### src/rtl/animation_draw_car_pkg.sv
// Shared constants and state encoding for the car sprite draw/erase blocks.
package animation_draw_car_pkg;

    // Default visible screen area; pixels at or beyond these limits are clipped.
    localparam logic [8:0] DEF_X_SCREEN_PIXELS = 9'd160;
    localparam logic [7:0] DEF_Y_SCREEN_PIXELS = 8'd120;

    // Colour code that marks a see-through sprite pixel.
    localparam logic [8:0] DEF_TRANSPARENT     = 9'h1FF;

    // Sprite geometry: 15x15 pixels per heading frame.
    localparam int         SPRITE_W   = 15;
    localparam int         SPRITE_PIX = SPRITE_W * SPRITE_W;
    localparam logic [7:0] LAST_IDX   = 8'(SPRITE_PIX - 1);
    localparam logic [3:0] LAST_COL   = 4'(SPRITE_W - 1);

    // Sequencer states, shared by the draw and erase blocks.
    typedef enum logic [1:0] {
        ST_IDLE  = 2'd0,
        ST_FETCH = 2'd1,
        ST_DRAIN = 2'd2,
        ST_DONE  = 2'd3
    } draw_state_t;

    // First ROM word of the frame for a given heading.
    function automatic logic [10:0] sprite_base(input logic [2:0] dir);
        return {8'd0, dir} * 11'd225;
    endfunction

endpackage

### src/rtl/sprite_pixel_counter.sv
// Walks a 15x15 sprite in raster order: linear index plus row/column,
// without any divide or modulo. Saturates on the last pixel.
module sprite_pixel_counter
    import animation_draw_car_pkg::*;
(
    input  logic       clk,
    input  logic       resetn,
    input  logic       en,
    input  logic       clr,
    output logic [7:0] idx,
    output logic [3:0] row,
    output logic [3:0] col,
    output logic       last
);

    assign last = (idx == LAST_IDX);

    // Advance idx/col/row once per enabled cycle; hold once the last pixel is reached.
    always_ff @(posedge clk or negedge resetn) begin
        if (!resetn) begin
            idx <= 8'd0;
            row <= 4'd0;
            col <= 4'd0;
        end else if (clr) begin
            idx <= 8'd0;
            row <= 4'd0;
            col <= 4'd0;
        end else if (en && !last) begin
            idx <= idx + 8'd1;
            if (col == LAST_COL) begin
                col <= 4'd0;
                row <= row + 4'd1;
            end else begin
                col <= col + 4'd1;
            end
        end
    end

endmodule

### src/rtl/animation_draw_car.sv
// Paints the 15x15 car sprite for one of 8 headings at a latched (x,y).
// Handshake: iDrawCar is a start request sampled only while idle; oBusy is
// high for the whole draw and oDrawCarDone pulses for one cycle at the end.
// Each FETCH cycle issues one ROM address; the ROM answers one cycle later
// and the pixel reaches the VGA outputs the cycle after that.
module animation_draw_car
    import animation_draw_car_pkg::*;
#(
    parameter logic [8:0] X_SCREEN_PIXELS = DEF_X_SCREEN_PIXELS,
    parameter logic [7:0] Y_SCREEN_PIXELS = DEF_Y_SCREEN_PIXELS,
    parameter logic [8:0] TRANSPARENT     = DEF_TRANSPARENT
)
(
    input  logic        iClock,
    input  logic        iResetn,
    input  logic        iDrawCar,
    input  logic [7:0]  iX,
    input  logic [6:0]  iY,
    input  logic [2:0]  iDir,
    input  logic [8:0]  iSpriteQ,
    output logic [10:0] oAddress,
    output logic [7:0]  oX,
    output logic [6:0]  oY,
    output logic [8:0]  oColour,
    output logic        oPlot,
    output logic        oBusy,
    output logic        oDrawCarDone
);

    draw_state_t state, next_state;

    logic [7:0] x_l;
    logic [6:0] y_l;
    logic [2:0] dir_l;

    logic       cnt_en, cnt_clr, cnt_last;
    logic [7:0] idx;
    logic [3:0] row, col;

    logic       drain_cnt;

    logic       s1_valid;
    logic [3:0] s1_col, s1_row;

    logic [8:0] sx;
    logic [7:0] sy;

    sprite_pixel_counter u_counter (
        .clk    (iClock),
        .resetn (iResetn),
        .en     (cnt_en),
        .clr    (cnt_clr),
        .idx    (idx),
        .row    (row),
        .col    (col),
        .last   (cnt_last)
    );

    // State register.
    always_ff @(posedge iClock or negedge iResetn) begin
        if (!iResetn) state <= ST_IDLE;
        else          state <= next_state;
    end

    // Next-state logic and counter controls.
    always_comb begin
        next_state = state;
        cnt_en     = 1'b0;
        cnt_clr    = 1'b0;
        case (state)
            ST_IDLE: begin
                if (iDrawCar) begin
                    cnt_clr    = 1'b1;
                    next_state = ST_FETCH;
                end
            end
            ST_FETCH: begin
                cnt_en = 1'b1;
                if (cnt_last) next_state = ST_DRAIN;
            end
            ST_DRAIN: begin
                if (drain_cnt) next_state = ST_DONE;
            end
            ST_DONE: begin
                next_state = ST_IDLE;
            end
            default: next_state = ST_IDLE;
        endcase
    end

    // Two-cycle drain timer lets the last pixel clear the ROM and output stages.
    always_ff @(posedge iClock or negedge iResetn) begin
        if (!iResetn)                drain_cnt <= 1'b0;
        else if (state == ST_DRAIN)  drain_cnt <= ~drain_cnt;
        else                         drain_cnt <= 1'b0;
    end

    // Capture position and heading at the start of a draw; inputs are ignored afterwards.
    always_ff @(posedge iClock or negedge iResetn) begin
        if (!iResetn) begin
            x_l   <= 8'd0;
            y_l   <= 7'd0;
            dir_l <= 3'd0;
        end else if (state == ST_IDLE && iDrawCar) begin
            x_l   <= iX;
            y_l   <= iY;
            dir_l <= iDir;
        end
    end

    assign oAddress = sprite_base(dir_l) + {3'd0, idx};

    // Carry the pixel position alongside the ROM access so it lines up with iSpriteQ.
    always_ff @(posedge iClock or negedge iResetn) begin
        if (!iResetn) begin
            s1_valid <= 1'b0;
            s1_col   <= 4'd0;
            s1_row   <= 4'd0;
        end else begin
            s1_valid <= (state == ST_FETCH);
            s1_col   <= col;
            s1_row   <= row;
        end
    end

    // Screen coordinates are widened by one bit so off-screen pixels never wrap.
    assign sx = {1'b0, x_l} + {5'd0, s1_col};
    assign sy = {1'b0, y_l} + {4'd0, s1_row};

    // Output stage: load every valid pixel, strobe only visible opaque ones.
    always_ff @(posedge iClock or negedge iResetn) begin
        if (!iResetn) begin
            oX      <= 8'd0;
            oY      <= 7'd0;
            oColour <= 9'd0;
            oPlot   <= 1'b0;
        end else if (s1_valid) begin
            oX      <= sx[7:0];
            oY      <= sy[6:0];
            oColour <= iSpriteQ;
            oPlot   <= (iSpriteQ != TRANSPARENT) &&
                       (sx < X_SCREEN_PIXELS) &&
                       (sy < Y_SCREEN_PIXELS);
        end else begin
            oPlot   <= 1'b0;
        end
    end

    assign oBusy        = (state != ST_IDLE);
    assign oDrawCarDone = (state == ST_DONE);

endmodule
### config.mk
export PLATFORM = sky130hd
export DESIGN_NAME = animation_draw_car
export DESIGN_NICKNAME = d
export VERILOG_FILES = /design/src/rtl/animation_draw_car_pkg.sv /design/src/rtl/sprite_pixel_counter.sv /design/src/rtl/animation_draw_car.sv
export SDC_FILE = /design/constraint.sdc
export NUM_CORES = 1
export LEC_CHECK = 0
export BUFFER_PORTS_ARGS = -buffer_cell sky130_fd_sc_hd__buf_2
export CORE_UTILIZATION = 50
export CTS_BUF_LIST = sky130_fd_sc_hd__clkbuf_2 sky130_fd_sc_hd__clkbuf_4 sky130_fd_sc_hd__clkbuf_8
export DETAILED_ROUTE_END_ITERATION = 6
export PLACE_DENSITY = 0.78
export SYNTH_ARGS = -nofsm -noshare
export SYNTH_HDL_FRONTEND = slang
export SYNTH_SLANG_ARGS = --single-unit
### constraint.sdc
create_clock -name iClock -period 3.45 [get_ports iClock]
set_clock_uncertainty 0.05 [all_clocks]
set_input_delay 0.8625 -clock iClock [delete_from_list [all_inputs] [get_ports iClock]]
set_output_delay 0.8625 -clock iClock [all_outputs]
set_load 0.05 [all_outputs]
==> summary.md <==
| Metric | Value |
|---|---|
| Outcome | `finished, violations left` |
| Maximum fanout along the worst path | `3` |
| Die area | `~8000 µm²` |
| Mapped Cells | `between 300 and 400` |
| R2R cell count | `8` |
| Crit end category | `output pin` |
| Root Buffer | `clkbuf_8` |
| Initial Util | `approximately half` |
| EDFF count, synth | `0` |
| Mapped Area | `around 3800 µm²` |
| Crit Path Class | `reg2out` |
| Global-route wire length before repair | `about 12000 µm` |
| Reg2Reg Setup Slack | `around 1.3 ns` |
| Total Wirelength | `around 8000 µm` |
| TritonRoute pass-1 iters | `4` |
| CP dominant cell by count | `fa_1` |
| Antenna-violating nets left | `0` |
| Htree depth | `3` |
| Worst Path Required | `roughly 2.5 ns` |
| Bufs and invs on worst path | `1` |
| Count leader, synth | `dfrtp_1` |
| Startpoint types | `register` |
| Total grt overflow | `0` |
| Gpl congestion | `~0.81` |
| Slowest cell on crit path | `fa_1` |
| #FFs+latches synth | `71` |
| Filler cells | `572` |
| Slowest Stage Delay on Critical Path | `between 0.5 and 0.6 ns` |
| Clock buffers created by TritonCTS | `9` |
| Crit path time final | `~3.7 ns` |
| Yosys warning count | `0` |
| RR Endpoint | `state[1]` |
| Setup TNS | `-0.7168 ns` |
| Antenna violations before repair | `0` |
| Number of diodes | `0` |
| Crit path cell chain | `fa_1 -> fa_1 -> ha_4 -> nor2_2 -> o31a_1 -> o21bai_1 -> a21oi_2 -> xnor2_2 -> buf_6` |
| Later-pin clock latency in the skew report | `about 0.34 ns` |
| Vias in the first global route | `2781` |
| Total track usage | `20.70%` |
| Remaining DRCs | `0` |
| Critical R2R Launch | `u_counter.idx[1]` |
| Post-synthesis cell type count | `44` |
| Mapped Avg Cell Area | `roughly 11 µm²` |
| Vias | `2898` |
| Initial DRC count | `approximately 110` |
| Failing checks | `negative setup slack` |
| Share of the synthesized area in the top cell type | `between 40 and 50%` |
| CTS tree | `built` |
| Hold Vio Cnt, Final | `0` |
| Number of I/O pins | `about 70` |
| Setup violators final | `4` |
| Area grow syn2layout | `24.14%` |
| Reg clk slew, reported paths | `0.08 ns` |
| Routed vias/inst | `between 5 and 6` |
| Ys async rst share | `100.0%` |
| Final Cell Area | `between 4000 and 5000 µm²` |
| Cell family with the largest share of critical-path delay | `adder cells` |
| Share of layout cells above drive strength 1 | `31.38%` |
| FMAX | `268.5 MHz` |
| PnR worst setup slack | `-0.2739 ns` |
| Max_cap viols | `0` |
| Period utilization | `107.9%` |
| Sequential area share after synthesis | `47.14%` |
| Worst hold start | `u_counter.row[3]` |
| Horiz. Die Dim | `about 89 µm` |
| Synth area leader | `dfrtp_1` |
| Largest net degree at the start of global routing | `39` |
| Worst slew margin | `40.51%` |
| PortBufs | `67` |
| Final count of pins violating max slew | `0` |
| CTS sink count | `slightly above 70` |
| RSZ-0062 raised after global routing | `yes` |
| Post-Synthesis Net Count | `424` |
| Worst EP arrival | `2.81 ns` |
| Core Region | `7253 µm²` |
| Hold path depth | `0` |
| Wire per inst | `around 14 µm` |
| Post-layout nets | `between 500 and 600` |
| Top FF cell, synth | `dfrtp_1` |
| Dpl ws | `-0.1057 ns` |
| Rows | `31` |
| Hold endpoint | `s1_row[3]` |
| Most frequent cells after synthesis | `dfrtp_1, nand2_1, ha_1` |
| Chip Height | `~90 µm` |
| Top post-synthesis cells by area | `dfrtp_1, ha_1, nand2_1` |
| Clock buffer depth | `2` |
| Slew of the pin with the lowest slew margin | `approximately 0.9 ns` |
| Hold Crit Class | `reg2reg` |
| Dpl cell area | `4303 µm²` |
| HPWL Detailed | `approximately 5600 µm` |
through the flow:
| step | std cells | util [%] | hold WS [ns] |
|---|---|---|---|
| 5_1_grt | 542 | 64.50 | 0.3666 |
| 4_1_cts | 541 | 63.64 | 0.3553 |
| 6_report | 542 | 64.50 | 0.3511 |
| 3_5_place_dp | 524 | 59.32 | 0.3432 |
| 3_3_place_gp | 524 | 59.32 | 0.3355 |
| 2_1_floorplan | 354 | - | 0.3218 |
layout make-up:
cell class                      instances  area [µm²]  share of cell area (%)
Clock inverter                          6       70.07                   1.498
Sequential cell                        71        1777                   37.98
Timing Repair Buffer                   82       479.2                   10.24
Inverter                               16       60.06                   1.284
Clock buffer                           10       131.4                   2.808
Multi-Input combinational cell        258        2037                   43.54
Tap cell                               99       123.9                   2.648
state kept, by name (all words and copies together), names as in the netlist, 7 cells and up:
register / cells
oColour: 9
oX: 8
u_counter.idx: 8
x_l: 8
oY: 7
y_l: 7
timing repair:
item                       CTS  global route
setup endpoints to repair    6             5
gates resized for setup     23             9
cloned                       0             0
hold endpoints to repair     0             0
buffers inserted             1             1
hold buffers                 0             0
pin swaps                   13             3
cells in the final DEF, fill, tap and decap left out, drive strengths merged, types with 2 or more instances in the layout:
cell type	netlist	final
o31ai	3	3
nor2b	3	3
mux2	19	19
clkinvlp	0	3
a21oi	13	13
o22ai	2	2
nand2	62	62
nand4	6	6
inv	16	17
buf	1	81
nor2	25	25
ha	34	34
fa	6	6
dfrtp	71	71
xnor2	11	11
a211oi	3	3
xor2	15	15
a21o	3	3
and3	5	5
nand3	9	9
o21ai	19	19
clkbuf	8	11
nor3	3	3
how the worst max path moves through the flow:
stage	start	end	slack, ns	depth (start not counted)
6_report	dir_l[1]	oAddress[10]	-0.27	9
3_3_place_gp	dir_l[0]	oAddress[10]	-0.06	8
4_1_cts	dir_l[1]	oAddress[10]	-0.25	9
3_5_place_dp	dir_l[1]	oAddress[9]	-0.11	9
5_1_grt	dir_l[1]	oAddress[10]	-0.35	9
2_1_floorplan	dir_l[0]	oAddress[7]	-0.06	4
logic make-up (layout without fill, tap and decap cells):
kind of cell	after synthesis	after routing	share of synthesized area, %
AND/OR/NAND/NOR	116	116	13.51
flip-flops	71	71	47.14
AO/OA/AOI/OAI	56	56	10.19
adder cells (fa/ha/maj)	40	40	14.48
XOR/XNOR	26	26	6.043
buffers and inverters	25	114	2.689
multiplexers	20	20	5.943
per-layer routing:
| metal | vias to the layer above | track usage, % | share of wire [%] |
|---|---|---|---|
| li1 | 1387 | - | - |
| met1 | 1427 | 23.97 | 43 |
| met2 | 75 | 37.20 | 52 |
| met3 | 9 | 6.343 | 4.7 |
| met4 | 0 | 5.425 | 0.95 |
| met5 | - | 0 | 0 |
Power is left out: the tool's default activity adds up to more than one toggle a clock period on the data nets, which glitch-free logic cannot reach.
